$ cat src/rtl/ibex_lsu_resp_tracker_pkg.sv
// Shared types for the LSU response tracker: writeback instruction type,
// access size encoding and the per-request metadata kept in the queue.
package ibex_lsu_resp_tracker_pkg;

  typedef enum logic [1:0] {
    WB_INSTR_LOAD  = 2'd0,
    WB_INSTR_STORE = 2'd1,
    WB_INSTR_OTHER = 2'd2
  } wb_instr_type_e;

  typedef enum logic [1:0] {
    LSU_SIZE_B = 2'd0,
    LSU_SIZE_H = 2'd1,
    LSU_SIZE_W = 2'd2
  } lsu_size_e;

  typedef struct packed {
    wb_instr_type_e instr_type;
    lsu_size_e      size;
    logic           sign_ext;
    logic [1:0]     offset;
  } lsu_resp_meta_t;

endpackage

$ cat src/rtl/ibex_lsu_rdata_fmt.sv
// Combinational load-data formatter: aligns the addressed byte lane to bit 0,
// then selects byte/halfword/word and applies sign or zero extension.
module ibex_lsu_rdata_fmt
  import ibex_lsu_resp_tracker_pkg::*;
(
  input  lsu_resp_meta_t meta_i,
  input  logic [31:0]    rdata_i,
  output logic [31:0]    rdata_o
);

  logic [31:0] shifted;

  assign shifted = rdata_i >> {meta_i.offset, 3'b000};

  always_comb begin
    rdata_o = rdata_i;
    unique case (meta_i.size)
      LSU_SIZE_B: rdata_o = {{24{meta_i.sign_ext & shifted[7]}}, shifted[7:0]};
      LSU_SIZE_H: rdata_o = {{16{meta_i.sign_ext & shifted[15]}}, shifted[15:0]};
      default:    rdata_o = rdata_i;
    endcase
  end

endmodule

$ cat src/rtl/ibex_lsu_resp_tracker.sv
// In-order tracker pairing data-bus responses with granted requests and
// producing the writeback-stage load/store completion signals.
module ibex_lsu_resp_tracker
  import ibex_lsu_resp_tracker_pkg::*;
#(
  parameter int unsigned MaxOutstanding = 2
) (
  input  logic                               clk_i,
  input  logic                               rst_ni,

  input  logic                               req_valid_i,
  input  wb_instr_type_e                     req_type_i,
  input  logic [1:0]                         req_size_i,
  input  logic                               req_sign_ext_i,
  input  logic [1:0]                         req_offset_i,
  output logic                               req_ready_o,

  input  logic                               data_rvalid_i,
  input  logic [31:0]                        data_rdata_i,
  input  logic                               data_err_i,

  output logic                               lsu_data_valid_o,
  output logic                               rf_we_lsu_o,
  output logic [31:0]                        rf_wdata_lsu_o,
  output logic                               load_err_o,
  output logic                               store_err_o,
  output logic [$clog2(MaxOutstanding+1)-1:0] outstanding_o,
  output logic                               busy_o
);

  localparam int unsigned PtrW = (MaxOutstanding > 1) ? $clog2(MaxOutstanding) : 1;
  localparam int unsigned CntW = $clog2(MaxOutstanding + 1);
  localparam logic [PtrW-1:0] LastPtr = PtrW'(MaxOutstanding - 1);
  localparam logic [CntW-1:0] FullCnt = CntW'(MaxOutstanding);

  logic [PtrW-1:0] rd_ptr_q, rd_ptr_d;
  logic [PtrW-1:0] wr_ptr_q, wr_ptr_d;
  logic [CntW-1:0] cnt_q, cnt_d;

  lsu_resp_meta_t  meta_q [MaxOutstanding];
  lsu_resp_meta_t  push_meta;
  lsu_resp_meta_t  head_meta;

  logic            push;
  logic            pop;
  logic            head_is_load;
  logic            head_is_store;
  logic [31:0]     fmt_rdata;

  assign busy_o        = (cnt_q != '0);
  assign pop           = data_rvalid_i & busy_o;
  assign req_ready_o   = (cnt_q != FullCnt) | pop;
  assign push          = req_valid_i & req_ready_o;
  assign outstanding_o = cnt_q;

  assign push_meta.instr_type = req_type_i;
  assign push_meta.size       = lsu_size_e'(req_size_i);
  assign push_meta.sign_ext   = req_sign_ext_i;
  assign push_meta.offset     = req_offset_i;

  // Explicit wrap keeps non-power-of-2 depths correct.
  always_comb begin
    rd_ptr_d = rd_ptr_q;
    wr_ptr_d = wr_ptr_q;
    cnt_d    = cnt_q;
    if (push) begin
      wr_ptr_d = (wr_ptr_q == LastPtr) ? '0 : wr_ptr_q + 1'b1;
    end
    if (pop) begin
      rd_ptr_d = (rd_ptr_q == LastPtr) ? '0 : rd_ptr_q + 1'b1;
    end
    unique case ({push, pop})
      2'b10:   cnt_d = cnt_q + 1'b1;
      2'b01:   cnt_d = cnt_q - 1'b1;
      default: cnt_d = cnt_q;
    endcase
  end

  always_ff @(posedge clk_i or negedge rst_ni) begin
    if (!rst_ni) begin
      rd_ptr_q <= '0;
      wr_ptr_q <= '0;
      cnt_q    <= '0;
    end else begin
      rd_ptr_q <= rd_ptr_d;
      wr_ptr_q <= wr_ptr_d;
      cnt_q    <= cnt_d;
    end
  end

  // Entry contents are only meaningful while counted, so they need no reset.
  always_ff @(posedge clk_i) begin
    if (push) begin
      meta_q[wr_ptr_q] <= push_meta;
    end
  end

  assign head_meta     = meta_q[rd_ptr_q];
  assign head_is_load  = (head_meta.instr_type == WB_INSTR_LOAD);
  assign head_is_store = (head_meta.instr_type == WB_INSTR_STORE);

  ibex_lsu_rdata_fmt u_rdata_fmt (
    .meta_i  (head_meta),
    .rdata_i (data_rdata_i),
    .rdata_o (fmt_rdata)
  );

  assign lsu_data_valid_o = pop;
  assign rf_we_lsu_o      = pop & head_is_load & ~data_err_i;
  assign load_err_o       = pop & head_is_load & data_err_i;
  assign store_err_o      = pop & head_is_store & data_err_i;
  assign rf_wdata_lsu_o   = rf_we_lsu_o ? fmt_rdata : 32'h0;

  a_completion_onehot0: assert property (@(posedge clk_i) disable iff (!rst_ni)
    $onehot0({rf_we_lsu_o, load_err_o, store_err_o}));

  a_no_illegal_push: assert property (@(posedge clk_i) disable iff (!rst_ni)
    req_valid_i |-> req_ready_o)
    else $warning("lsu_resp_tracker: request dropped, queue full");

  a_no_stray_rvalid: assert property (@(posedge clk_i) disable iff (!rst_ni)
    data_rvalid_i |-> busy_o)
    else $warning("lsu_resp_tracker: response with no outstanding request ignored");

  a_legal_req: assert property (@(posedge clk_i) disable iff (!rst_ni)
    push |-> (req_type_i != WB_INSTR_OTHER) && (req_size_i != 2'b11));

  a_half_aligned: assert property (@(posedge clk_i) disable iff (!rst_ni)
    (push && req_size_i == 2'b01) |-> !req_offset_i[0]);

  a_word_aligned: assert property (@(posedge clk_i) disable iff (!rst_ni)
    (push && req_size_i == 2'b10) |-> (req_offset_i == 2'b00));

endmodule

$ cat config.mk
export PLATFORM = sky130hd
export DESIGN_NAME = ibex_lsu_resp_tracker
export DESIGN_NICKNAME = d
export VERILOG_FILES = /design/src/rtl/ibex_lsu_resp_tracker_pkg.sv /design/src/rtl/ibex_lsu_rdata_fmt.sv /design/src/rtl/ibex_lsu_resp_tracker.sv
export SDC_FILE = /design/constraint.sdc
export NUM_CORES = 1
export LEC_CHECK = 0
export ABC_AREA = 0
export CORE_UTILIZATION = 37
export DETAILED_ROUTE_END_ITERATION = 7
export GPL_TIMING_DRIVEN = 0
export PLACE_DENSITY_LB_ADDON = 0.05
export SKIP_LAST_GASP = 1
export SYNTH_ARGS = -nofsm -noshare
export SYNTH_HDL_FRONTEND = slang
export SYNTH_SLANG_ARGS = --single-unit
export TNS_END_PERCENT = 20
$ cat constraint.sdc
create_clock -name clk_i -period 2.1 [get_ports clk_i]
set_input_delay 0.42 -clock clk_i [delete_from_list [all_inputs] [get_ports clk_i]]
set_output_delay 0.42 -clock clk_i [all_outputs]
set_load 0.05 [all_outputs]
After elaboration in Yosys (flattened, before gate mapping):

Memories as Yosys holds them, arrays and structs flattened.
Cells that the tools add are included.

* flip-flop bits (word level): 4
* bits in latches: 0
* RAM bits: 14
* bits in read-only memories: 0
* input port bits: 44
* output and inout port bits: 40
* logic and storage cells: 36
* memories: 1

Memories
* meta_q: depth 2, bits a word 7, rd ports 1, clocked after memory_dff 0, wr ports 1, line ibex_lsu_resp_tracker.sv:40 `lsu_resp_meta_t meta_q [MaxOutstanding];`

* add/sub/neg operators: 4
* multipliers: 0
* div/mod/pow operators: 0
* $lt $le $gt $ge: 0
* eq/ne operators: 5
* shift operators: 1
* mux-type cells: 7
* bitwise operators: 11
* reduce and logical (&&, ||, !) cells: 4

Operators by type and width (number)
* $pmux 32 s2: 1
* $mux 32: 1
* $shr 32x5->16: 1
* $and 1x1->1: 9
* $eq 2x1->1 const B: 3
* $logic_not 2->1: 2
* $mux 1: 4
* $pmux 2 s2: 1
* $reduce_bool 2->1: 2
* $add 1x1->1 const B: 2
* $add 2x1->2 const B: 1
* $eq 2x2->1 const B: 1
* $ne 2x2->1 const B: 1
* $sub 2x1->2 const B: 1
* $not 1->1: 1
* $or 1x1->1: 1

Longest topological paths before layout:

Gate-level depths: netlist of run 1.

* word-level depth: 6
* gate-level depth with buffers: 9
* depth with buffers taken out: 6

Cells and area by module:

A second synthesis of run 1 with hierarchy kept.

* cell total of the unflattened synthesis: 198
* area total of the unflattened synthesis: 1751.7 µm²

By module, submodules not included
* ibex_lsu_resp_tracker: instances 1, cells each 86, area an instance 1014.7 µm², seq. area each 520.5 µm²
* ibex_lsu_rdata_fmt: instances 1, cells each 112, area an instance 737.0 µm², seq. area each 0.0 µm²

Worst setup path before layout of run 1:

Ideal clock, no wire load.

* path type: register to output
* from: reg cnt_q[0] (netlist: outstanding_o[0])
* to: out rf_wdata_lsu_o[7]
* arrival time: 3060 ps
* required time: 1680 ps
* path slack: -1380 ps
* stages on the path, launching flop included: 6
* buffers on the path: 1
* cell sequence: dfrtp_1 > o21a_1 > nand2_1 > or3_1 > buf_6 > a211oi_1

* longest elaborated chain between the ends: 5

Ends and longest elaborated chain
* start, declared: line ibex_lsu_resp_tracker.sv:38 `logic [CntW-1:0] cnt_q, cnt_d;`
* start signal, assigned: line ibex_lsu_resp_tracker.sv:87 `cnt_q <= cnt_d;`
* $reduce_bool 2->1: line ibex_lsu_resp_tracker.sv:50 `assign busy_o = (cnt_q != '0);`
* $and 1x1->1: line ibex_lsu_resp_tracker.sv:51 `assign pop = data_rvalid_i & busy_o;`
* net lsu_data_valid_o: line ibex_lsu_resp_tracker.sv:22 `output logic lsu_data_valid_o,`
* $and 1x1->1 (2 in a row): line ibex_lsu_resp_tracker.sv:109 `assign rf_we_lsu_o = pop & head_is_load & ~data_err_i;`
* $mux 32: line ibex_lsu_resp_tracker.sv:112 `assign rf_wdata_lsu_o = rf_we_lsu_o ? fmt_rdata : 32'h0;`
* end, declared: line ibex_lsu_resp_tracker.sv:24 `output logic [31:0] rf_wdata_lsu_o,`

The timed path passes the listed nets, and every way through them passes these cells.

Worst setup path after layout of run 1:

* from: reg rd_ptr_q
* to: out rf_wdata_lsu_o[30]

* longest elaborated chain between the ends: 5
* elaborated cells on any way between the ends: 11
* those cells by class: eq/ne (1); shift (1); mux (2); bitwise (4); reduce/logical (2); memory (1)

Ends and longest elaborated chain
* start, declared: line ibex_lsu_resp_tracker.sv:36 `logic [PtrW-1:0] rd_ptr_q, rd_ptr_d;`
* start signal, assigned: line ibex_lsu_resp_tracker.sv:85 `rd_ptr_q <= rd_ptr_d;`
* $mem_v2 2x7 (*)
* $shr 32x5->16 or $logic_not 2->1 (tied branches): line ibex_lsu_rdata_fmt.sv:13, ibex_lsu_resp_tracker.sv:99
* $and 1x1->1, on equally long branches: line ibex_lsu_rdata_fmt.sv:19, ibex_lsu_resp_tracker.sv:109, ibex_lsu_rdata_fmt.sv:18
* $pmux 32 s2 or $and 1x1->1 (tied branches): line ibex_lsu_rdata_fmt.sv:17, ibex_lsu_resp_tracker.sv:109
* $mux 32 (*): line ibex_lsu_resp_tracker.sv:112

Every way passes the cells marked *; elsewhere a longest branch is shown, timed or not.

==> flow_summary.json, run 1 <==
{
  "io_buffers": 83,
  "syn_avg_cell_area_um2": 8.17,
  "ys_types": 43,
  "drv_slew": 0,
  "die_w_um": 69.3,
  "io_pins": 84,
  "worstReg2RegStart": "outstanding_o[0]$_DFFE_PN0P_",
  "violations": "setup timing",
  "synth_compound_area_share_pct": 24.1,
  "drt-vias-per-instance": 5.32,
  "period_share_pct": 125,
  "core_um2": 4350,
  "postLayoutCoreUtil_pct": 69.7,
  "fmax_mhz": 380,
  "area_growth_pct": 81.3,
  "synthCells": 205,
  "clk_latency_ps": 240,
  "end_kind": "primary output",
  "yosysSeqAreaShare_pct": 31.1,
  "post-synth-top-area-cell": "edfxtp_1",
  "synth_top_family_by_area": "compound AO/OA/AOI/OAI gates",
  "drt_first_pass_iters": 4,
  "yosys-top-cells-area": "edfxtp_1, nor2_1, dfrtp_1, mux2i_1, a21oi_1",
  "diodes": 0,
  "regToRegSetupSlack_ps": 370,
  "final_cell_area_um2": 3040,
  "r2r-end": "outstanding_o[1]$_DFFE_PN0P_",
  "arrival_ps": 2210,
  "crit_fanout": 10,
  "ctsHtreeMaxLevel": 1,
  "grt_max_degree": 11,
  "synth_edf_count": 14,
  "grt_pass1_vias": 1938,
  "rsz0062_at_grt": "yes",
  "vdd_drop_max_uv": 910,
  "antenna_found_initial": 0,
  "overflow": 0,
  "die_height_um": 69.3,
  "setup_slack_ps": -532,
  "final-seq-area_um2": 523,
  "async_flop_share_pct": 22.2,
  "routed_wl_mm": 5.67,
  "ys_seq_elements": 18,
  "multi_input_area_um2": 1320,
  "hp-class": "input port to asynchronous set/reset pin",
  "drc": 0,
  "syn-num-nets": 250,
  "preCtsSetupSlack_ps": -1600,
  "holdWs_ps": 383,
  "globalplace.congestion": 0.897,
  "place_area_um2": 2760,
  "grt_pass1_wl_mm": 9.14,
  "slew_headroom_pct": 62.2,
  "power.density_nw_per_um2": 1070,
  "setup_violations": 38,
  "clock_sinks": 18,
  "start_util_pct": 38.5,
  "status": "finished with violations",
  "cts_tree": "yes",
  "synth_common_cells": "nor2_1, nand2_1, a21oi_1, edfxtp_1",
  "ff2ff_path_depth": 5,
  "power_mw": 3.23,
  "hold_viol": 0,
  "synth_ff_type": "edfxtp_1",
  "fin_skew_ps": 0.860,
  "drt_iter0_markers": 149,
  "min_period_ps": 2630,
  "cts_buffers": 3,
  "critPathKind": "flip-flop to primary output",
  "grtUsageTotal_pct": 23.5,
  "netlist.area_leader.share_pct": 25.1,
  "dpl.hpwl_mm": 3.93,
  "ant_nets": 0,
  "cp_data_required_time_ps": 1680,
  "cts_root_buf": "clkbuf_8",
  "cts_hold_buf": 0,
  "synth_mux_area_share_pct": 11.9,
  "clk_pin_slew_worst_paths_ps": 60,
  "synthAdderAreaFrac_pct": 0.747,
  "synth_most_common_cell": "nor2_1",
  "vias": 1937,
  "power_leakage_nw": 1.23,
  "synth_simple_gate_area_share_pct": 22.8,
  "synth-xor-area-share_pct": 2.61,
  "finalNetCount": 358,
  "wl_per_cell_um": 15.6,
  "cp-start-kind": "flip-flop",
  "cts_buffer_depth": 2,
  "tightestPinTransition_ps": 565,
  "drive_above_1_share_pct": 37.8,
  "syn_area_um2": 1680,
  "fp.dieArea_um2": 4800,
  "maxCapViolCount": 0,
  "fill_cells": 345,
  "num_rows": 24,
  "ys_warn_count": 0
}
[cell families (layout without fill, tap and decap cells)]
family,after synthesis,after routing
adders and majority gates,1,1
DFF,18,18
xor gates and xnor gates,5,5
muxes,17,17
buffers and inverters,19,126
AOI/OAI and AO/OA,57,57
and+or+nand+nor,88,88
[metal layers]
| layer | global-route usage, % | vias to the layer above | share of wire [%] |
|---|---|---|---|
| li1 | - | 959 | - |
| met1 | 29.7 | 901 | 43 |
| met2 | 40.9 | 69 | 51 |
| met5 | 0 | - | 0 |
| met4 | 8.39 | 0 | 1.5 |
| met3 | 3.20 | 8 | 4.4 |
[cell usage in the layout (no fill, tap or decap), drive strengths merged, types with 2 or more instances in the layout]
cell type,Yosys,routed
xor2,2,2
o21ai,10,10
a221oi,8,8
buf,9,58
a211oi,2,2
clkbuf,3,8
nand2b,3,3
nor2,46,46
clkdlybuf4s50,0,46
clkdlybuf4s15,0,2
o2bb2ai,7,7
mux2i,12,12
edfxtp,14,14
nand2,25,25
dlygate4sd2,0,5
and3,3,3
mux2,5,5
nand3b,3,3
inv,6,6
dfrtp,4,4
a21oi,19,19
nor2b,2,2
o211ai,2,2
xnor2,3,3
[stage by stage]
stage          setup TNS [ps]  instances
5_1_grt                -19710        364
3_5_place_dp           -46750        340
6_report               -16670        364
2_1_floorplan          -13020        205
3_3_place_gp           -45900        340
4_1_cts                -16910        364
[power breakdown]
part	internal (mW)	total [mW]	switching (mW)	leakage, nW
sequential	0.502	0.587	0.0844	0.175
clock	0.134	0.232	0.0976	0.0228
combinational	1.02	2.42	1.40	1.04
total	1.65	3.23	1.58	1.23
[sequential cells by signal, indices dropped and copies added, names as in the netlist]
signal,flops
outstanding_o,2
meta_q,14
wr_ptr_q,1
rd_ptr_q,1
[cell type report]
cell class / count / share of cell area (%)
Inverter: 7 / 1.28
Buffer: 11 / 3.17
Timing Repair Buffer: 104 / 31.4
Multi-Input combinational cell: 168 / 43.3
Clock buffer: 4 / 1.48
Tap cell: 52 / 2.14
Sequential cell: 18 / 17.2
[worst max path at each step]
stage / from / to / slack (ps) / cells after the start
floorplan: outstanding_o[0]$_DFFE_PN0P_ / rf_wdata_lsu_o[21] / -470 / 8
global route: meta_q[1][0]$_DFFE_PP_ / rf_wdata_lsu_o[1] / -600 / 7
CTS: rd_ptr_q$_DFFE_PN0N_ / rf_wdata_lsu_o[20] / -520 / 10
detailed placement: data_rdata_i[23] / rf_wdata_lsu_o[28] / -1600 / 8
global placement: data_rdata_i[23] / rf_wdata_lsu_o[28] / -1580 / 8
finish: rd_ptr_q$_DFFE_PN0N_ / rf_wdata_lsu_o[30] / -530 / 9
[critical path: stages, from the launching register on]
cell     delay, ps
dfrtp_1        370
buf_6          140
buf_12         150
mux2_4         300
a31o_4         220
o31ai_4        310
buf_6          150
buf_12         130
nor2_4          30
buf_6          150
[timing repair]
item                                    CTS  global route
hold endpoints to repair                  0             0
pin swaps                                 4             1
endpoints found under the setup margin   38            38
buffers inserted                         19             2
gates cloned                              1             0
gates resized for setup                 205            14
Power figures use the tool's default switching activity.
==> inputs of run 2 (changes only) <==
CAP_MARGIN = 5   (was not set)
SKIP_LAST_GASP = not set   (was 1)
clock period = 2.2 ns   (was 2.1 ns; I/O delays follow)
==> run 2 against run 1 <==
Net effect: the flow still finishes with violations (setup timing); routed wire length up 4.1%; register-to-register slack gained 100 ps; sequential share of layout area shrank 0.86 points; combinational power rose by 2%; final cell count is 0.82% higher; via count rose by 2.1%; count of clock-buffer cells in the layout stayed put; utilization up 3.6 points; worst setup slack better by 78 ps; clock skew barely moved; critical path depth unchanged; critical path type unchanged; largest cell class unchanged; largest power group unchanged.
==> flow_summary.json, run 2 (synthesized netlist as in run 1, its figures left out) <==
{
  "drive_above_1_share_pct": 41.0,
  "start_util_pct": 38.5,
  "violations": "setup timing",
  "io_pins": 84,
  "critPathKind": "flip-flop to primary output",
  "drv_slew": 0,
  "path_buf_inv": 5,
  "rsz0062_at_grt": "yes",
  "arrival_ps": 2210,
  "area_growth_pct": 90.7,
  "grt_pass1_vias": 1947,
  "fin_setup_tns_ps": -11550,
  "die_w_um": 69.3,
  "pwr-share-seq_pct": 17.2,
  "io_buffers": 83,
  "largest_reg_flops": 14,
  "diodes": 0,
  "wl_per_cell_um": 16.1,
  "drt_first_pass_iters": 4,
  "final_cell_mix": "clkdlybuf4s50_1, nor2_1, buf_4",
  "cts_buffer_depth": 2,
  "cp_slowest_stage_delay_ps": 370,
  "cp_cell_sequence": "buf_6, buf_12, mux2_4, a31o_4, o31ai_4, buf_6, buf_12, nor2_4, buf_6",
  "dp.cells": 340,
  "cts_root_buf": "clkbuf_8",
  "grtUsageTotal_pct": 23.7,
  "num_rows": 24,
  "antenna_found_initial": 0,
  "swShare_pct": 48.2,
  "postLayoutCoreUtil_pct": 73.4,
  "core_um2": 4350,
  "crit_path_top_delay_cell": "dfrtp_1",
  "power.combinational.fraction_pct": 76.1,
  "setup_slack_ps": -454,
  "hp-class": "input port to asynchronous set/reset pin",
  "regToRegSetupSlack_ps": 470,
  "clkPwrFrac_pct": 6.8,
  "cts_hold_buf": 0,
  "cp_common_cell": "buf_6",
  "hold_viol": 0,
  "cp-start-kind": "flip-flop",
  "slew_headroom_pct": 62.2,
  "clk_latency_ps": 240,
  "switchingPower_mw": 1.57,
  "drt_iter0_markers": 112,
  "fin_skew_ps": 0.864,
  "p_int_mw": 1.69,
  "dpl.hpwl_mm": 3.93,
  "status": "finished with violations",
  "fill_cells": 332,
  "fmax_mhz": 377,
  "cts_tree": "yes",
  "min_period_ps": 2650,
  "top_register": "meta_q",
  "power_leakage_nw": 1.29,
  "cp_data_required_time_ps": 1760,
  "drc": 0,
  "drt-vias-per-instance": 5.39,
  "vias": 1977,
  "final_common_cell": "clkdlybuf4s50_1",
  "power_mw": 3.26,
  "instances_no_fill": 367,
  "power.density_nw_per_um2": 1020,
  "preCtsSetupSlack_ps": -1540,
  "end_kind": "primary output",
  "finalNetCount": 361,
  "grt_pass1_wl_mm": 9.18,
  "tightestPinTransition_ps": 565,
  "vdd_drop_max_uv": 896,
  "period_share_pct": 121,
  "ant_nets": 0,
  "clk_pin_slew_worst_paths_ps": 60,
  "die_height_um": 69.3,
  "routed_wl_mm": 5.90,
  "globalplace.congestion": 0.897,
  "crit_family": "buffers and inverters",
  "grt_max_degree": 11,
  "ctsHtreeMaxLevel": 1,
  "maxCapViolCount": 0,
  "setup_violations": 32,
  "clock_sinks": 18,
  "overflow": 0,
  "fp.dieArea_um2": 4800,
  "cts_buffers": 3,
  "crit_fanout": 7
}
run 2: changes by cell type in the layout (fill, tap and decap cells not counted), sizes merged:
| cell | change |
|---|---|
| clkdlybuf4s50 | -4 |
| dlymetal6s2s | +1 |
| buf | +4 |
| clkbuf | +4 |
| clkdlybuf4s15 | -2 |
run 2: area by class of cell:
cell class	instances	area [um2]	share of cell area (%)
buffer	11	101	3.17
tap	52	65.1	2.04
timing repair buffer	107	1060	33.2
sequential	18	523	16.4
clock buffer	4	45.0	1.41
multi-input combinational	168	1360	42.6
inverter	7	38.8	1.21
run 2: what timing repair did:
| item | CTS | global route |
|---|---|---|
| buffers inserted | 19 | 4 |
| pin swaps | 4 | 4 |
| endpoints found under the hold margin | 0 | 0 |
| gates resized for setup | 235 | 43 |
| endpoints found under the setup margin | 37 | 36 |
| cloned | 1 | 1 |
run 2: worst paths after layout:
kind / endpoint / cells after the start / from
setup / recovery: rf_wdata_lsu_o[30] / 9 / rd_ptr_q$_DFFE_PN0N_
hold / removal: rd_ptr_q$_DFFE_PN0N_ / 1 / rst_ni
setup reg to reg: outstanding_o[1]$_DFFE_PN0P_ / 5 / outstanding_o[0]$_DFFE_PN0P_
hold reg to reg: wr_ptr_q$_DFFE_PN0P_ / 1 / wr_ptr_q$_DFFE_PN0P_
max in group asynchronous: outstanding_o[0]$_DFFE_PN0P_ / 1 / rst_ni
min in group clk_i: wr_ptr_q$_DFFE_PN0P_ / 1 / wr_ptr_q$_DFFE_PN0P_
run 2: stage by stage:
| step | cell area [um2] | hold WS (ps) |
|---|---|---|
| after floorplan | 1860 | 144 |
| after global placement | 2760 | 481 |
| after detailed placement | 2760 | 481 |
| after CTS | 3110 | 402 |
| after global routing | 3200 | 403 |
| final | 3200 | 403 |
run 2: power by group through the flow:
stage,logic (mW),clock network (mW),registers [mW]
4_1_cts,2.27,0.226,0.558
2_1_floorplan,1.36,0,0.613
3_3_place_gp,1.93,0,0.561
5_1_grt,2.62,0.240,0.568
6_report,2.48,0.221,0.559
3_5_place_dp,1.94,0,0.565
run 2: layer usage:
layer / vias to the layer above / global-route usage, % / part of all wire, %
met1: 918 / 30.1 / 41
met3: 14 / 2.62 / 5.1
met4: 0 / 8.16 / 1.9
met5: - / 0 / 0
met2: 79 / 41.6 / 52
li1: 966 / - / -
==> inputs of run 3 (changes only) <==
PLACE_DENSITY = 0.88   (was not set)
PLACE_DENSITY_LB_ADDON = not set   (was 0.05)
==> run 3 against run 2 <==
Net effect: the flow still finishes with violations (setup timing); global-route usage increased by 2.4 points; hold slack got worse by 8.3 ps; count of clock-buffer cells in the layout unchanged; register-to-register slack got worse by 50 ps; largest cell class unchanged; largest power group unchanged.
==> flow_summary.json, run 3 (synthesized netlist as in run 1, its figures left out) <==
{
  "hold_viol": 0,
  "setup_slack_ps": -459,
  "vdd_drop_max_uv": 958,
  "globalplace.congestion": 0.882,
  "postLayoutCoreUtil_pct": 74.3,
  "clk_latency_ps": 250,
  "critPathKind": "flip-flop to primary output",
  "drt_first_pass_iters": 4,
  "period_share_pct": 121,
  "core_um2": 4350,
  "multi_input_area_um2": 1330,
  "io_pins": 84,
  "cts_buffers": 3,
  "cp-start-kind": "flip-flop",
  "final_common_cell": "clkdlybuf4s50_1",
  "routed_wl_mm": 6.35,
  "die_w_um": 69.3,
  "cts_tree": "yes",
  "final-seq-area_um2": 523,
  "status": "finished with violations",
  "arrival_ps": 2220,
  "num_rows": 24,
  "fin_skew_ps": 3.30,
  "ant_nets": 0,
  "regToRegSetupSlack_ps": 420,
  "start_util_pct": 38.5,
  "tightestPinTransition_ps": 577,
  "clock_sinks": 18,
  "overflow": 0,
  "grt_max_degree": 11,
  "crit_path_top_delay_cell": "dfrtp_1",
  "violations": "setup timing",
  "fill_cells": 305,
  "grt_pass1_wl_mm": 10.0,
  "cp_slowest_stage_delay_ps": 370,
  "power_leakage_nw": 1.32,
  "cts_hold_buf": 0,
  "hp-class": "input port to asynchronous set/reset pin",
  "cts_root_buf": "clkbuf_8",
  "cp_cell_sequence": "buf_6, clkbuf_16, a32o_2, a31o_4, o31ai_4, buf_6, buf_12, nor2_4, buf_6",
  "crit_fanout": 7,
  "drv_slew": 0,
  "wl_per_cell_um": 17.3,
  "drt-vias-per-instance": 5.58,
  "cp_data_required_time_ps": 1760,
  "path_buf_inv": 5,
  "grtUsageTotal_pct": 26.1,
  "slew_headroom_pct": 61.4,
  "fmax_mhz": 376,
  "holdWs_ps": 394,
  "top_register": "meta_q",
  "cp_common_cell": "buf_6",
  "maxCapViolCount": 0,
  "clk_pin_slew_worst_paths_ps": 60,
  "cts_buffer_depth": 2,
  "drt_iter0_markers": 146,
  "power.density_nw_per_um2": 998,
  "diodes": 0,
  "fp.dieArea_um2": 4800,
  "crit_family": "compound AO/OA/AOI/OAI gates",
  "setup_violations": 34,
  "io_buffers": 83,
  "largest_reg_flops": 14,
  "die_height_um": 69.3,
  "ctsHtreeMaxLevel": 1,
  "area_growth_pct": 93.0,
  "power_mw": 3.23,
  "grt_pass1_vias": 2095,
  "min_period_ps": 2660,
  "drive_above_1_share_pct": 40.8,
  "preCtsSetupSlack_ps": -1560,
  "finalNetCount": 362,
  "end_kind": "primary output",
  "drc": 0,
  "rsz0062_at_grt": "yes",
  "antenna_found_initial": 0,
  "dpl.hpwl_mm": 4.13,
  "vias": 2054,
  "final_cell_mix": "clkdlybuf4s50_1, buf_6, nor2_1"
}
-- run 3: metrics by stage --
stage	TNS, ps	instance area, um2	std cells
floorplan	-10460	1860	205
global placement	-42780	2760	340
detailed placement	-43490	2760	340
CTS	-12080	3110	364
global route	-15900	3230	368
finish	-12800	3230	368
-- run 3: path summary, 6_finish.rpt --
kind                                                   start                      endpoint  cells after the start
worst max register to register  outstanding_o[0]$_DFFE_PN0P_  outstanding_o[1]$_DFFE_PN0P_                      6
min in group clk_i              outstanding_o[1]$_DFFE_PN0P_  outstanding_o[1]$_DFFE_PN0P_                      1
worst min register to register  outstanding_o[1]$_DFFE_PN0P_  outstanding_o[1]$_DFFE_PN0P_                      1
max in group asynchronous                             rst_ni  outstanding_o[1]$_DFFE_PN0P_                      1
worst min-delay path                                  rst_ni          wr_ptr_q$_DFFE_PN0P_                      1
worst max-delay path                    rd_ptr_q$_DFFE_PN0N_            rf_wdata_lsu_o[27]                      9
-- run 3: report_power, final --
group          internal, mW  total [mW]  leakage, nW  switching [mW]
Clock                 0.128       0.218       0.0228          0.0901
Sequential            0.480       0.570        0.175          0.0904
Combinational          1.04        2.44         1.12            1.40
-- run 3: layout make-up --
cell class              count  area share [%]
plain buffers              12            3.41
repair inverters            1           0.348
repair buffers            106            34.3
flip-flops and latches     18            16.2
clock buffers               4            1.39
well taps                  52            2.01
inverters                   7            1.20
multi-input cells         168            41.2
-- run 3: worst reg2reg max path, cell delays in order (launching register included) --
cell     delay (ps)
dfrtp_2         460
or3b_2          500
nand2_1         150
ha_1            200
xnor2_1         140
nor2_1           80
xor2_1          140
-- run 3: layer usage --
metal  part of all wire, %  vias to the layer above  track usage [%]
li1                      -                      966                -
met1                    39                      949             30.7
met2                    52                      118             45.7
met3                   5.7                       21             3.34
met4                   3.5                        0             14.3
met5                     0                        -                0
-- run 3: what timing repair did --
item | CTS | global route
resized for setup | 260 | 21
cloned | 2 | 1
pin swaps | 10 | 4
setup buffers | 18 | 3
endpoints found under the setup margin | 37 | 34
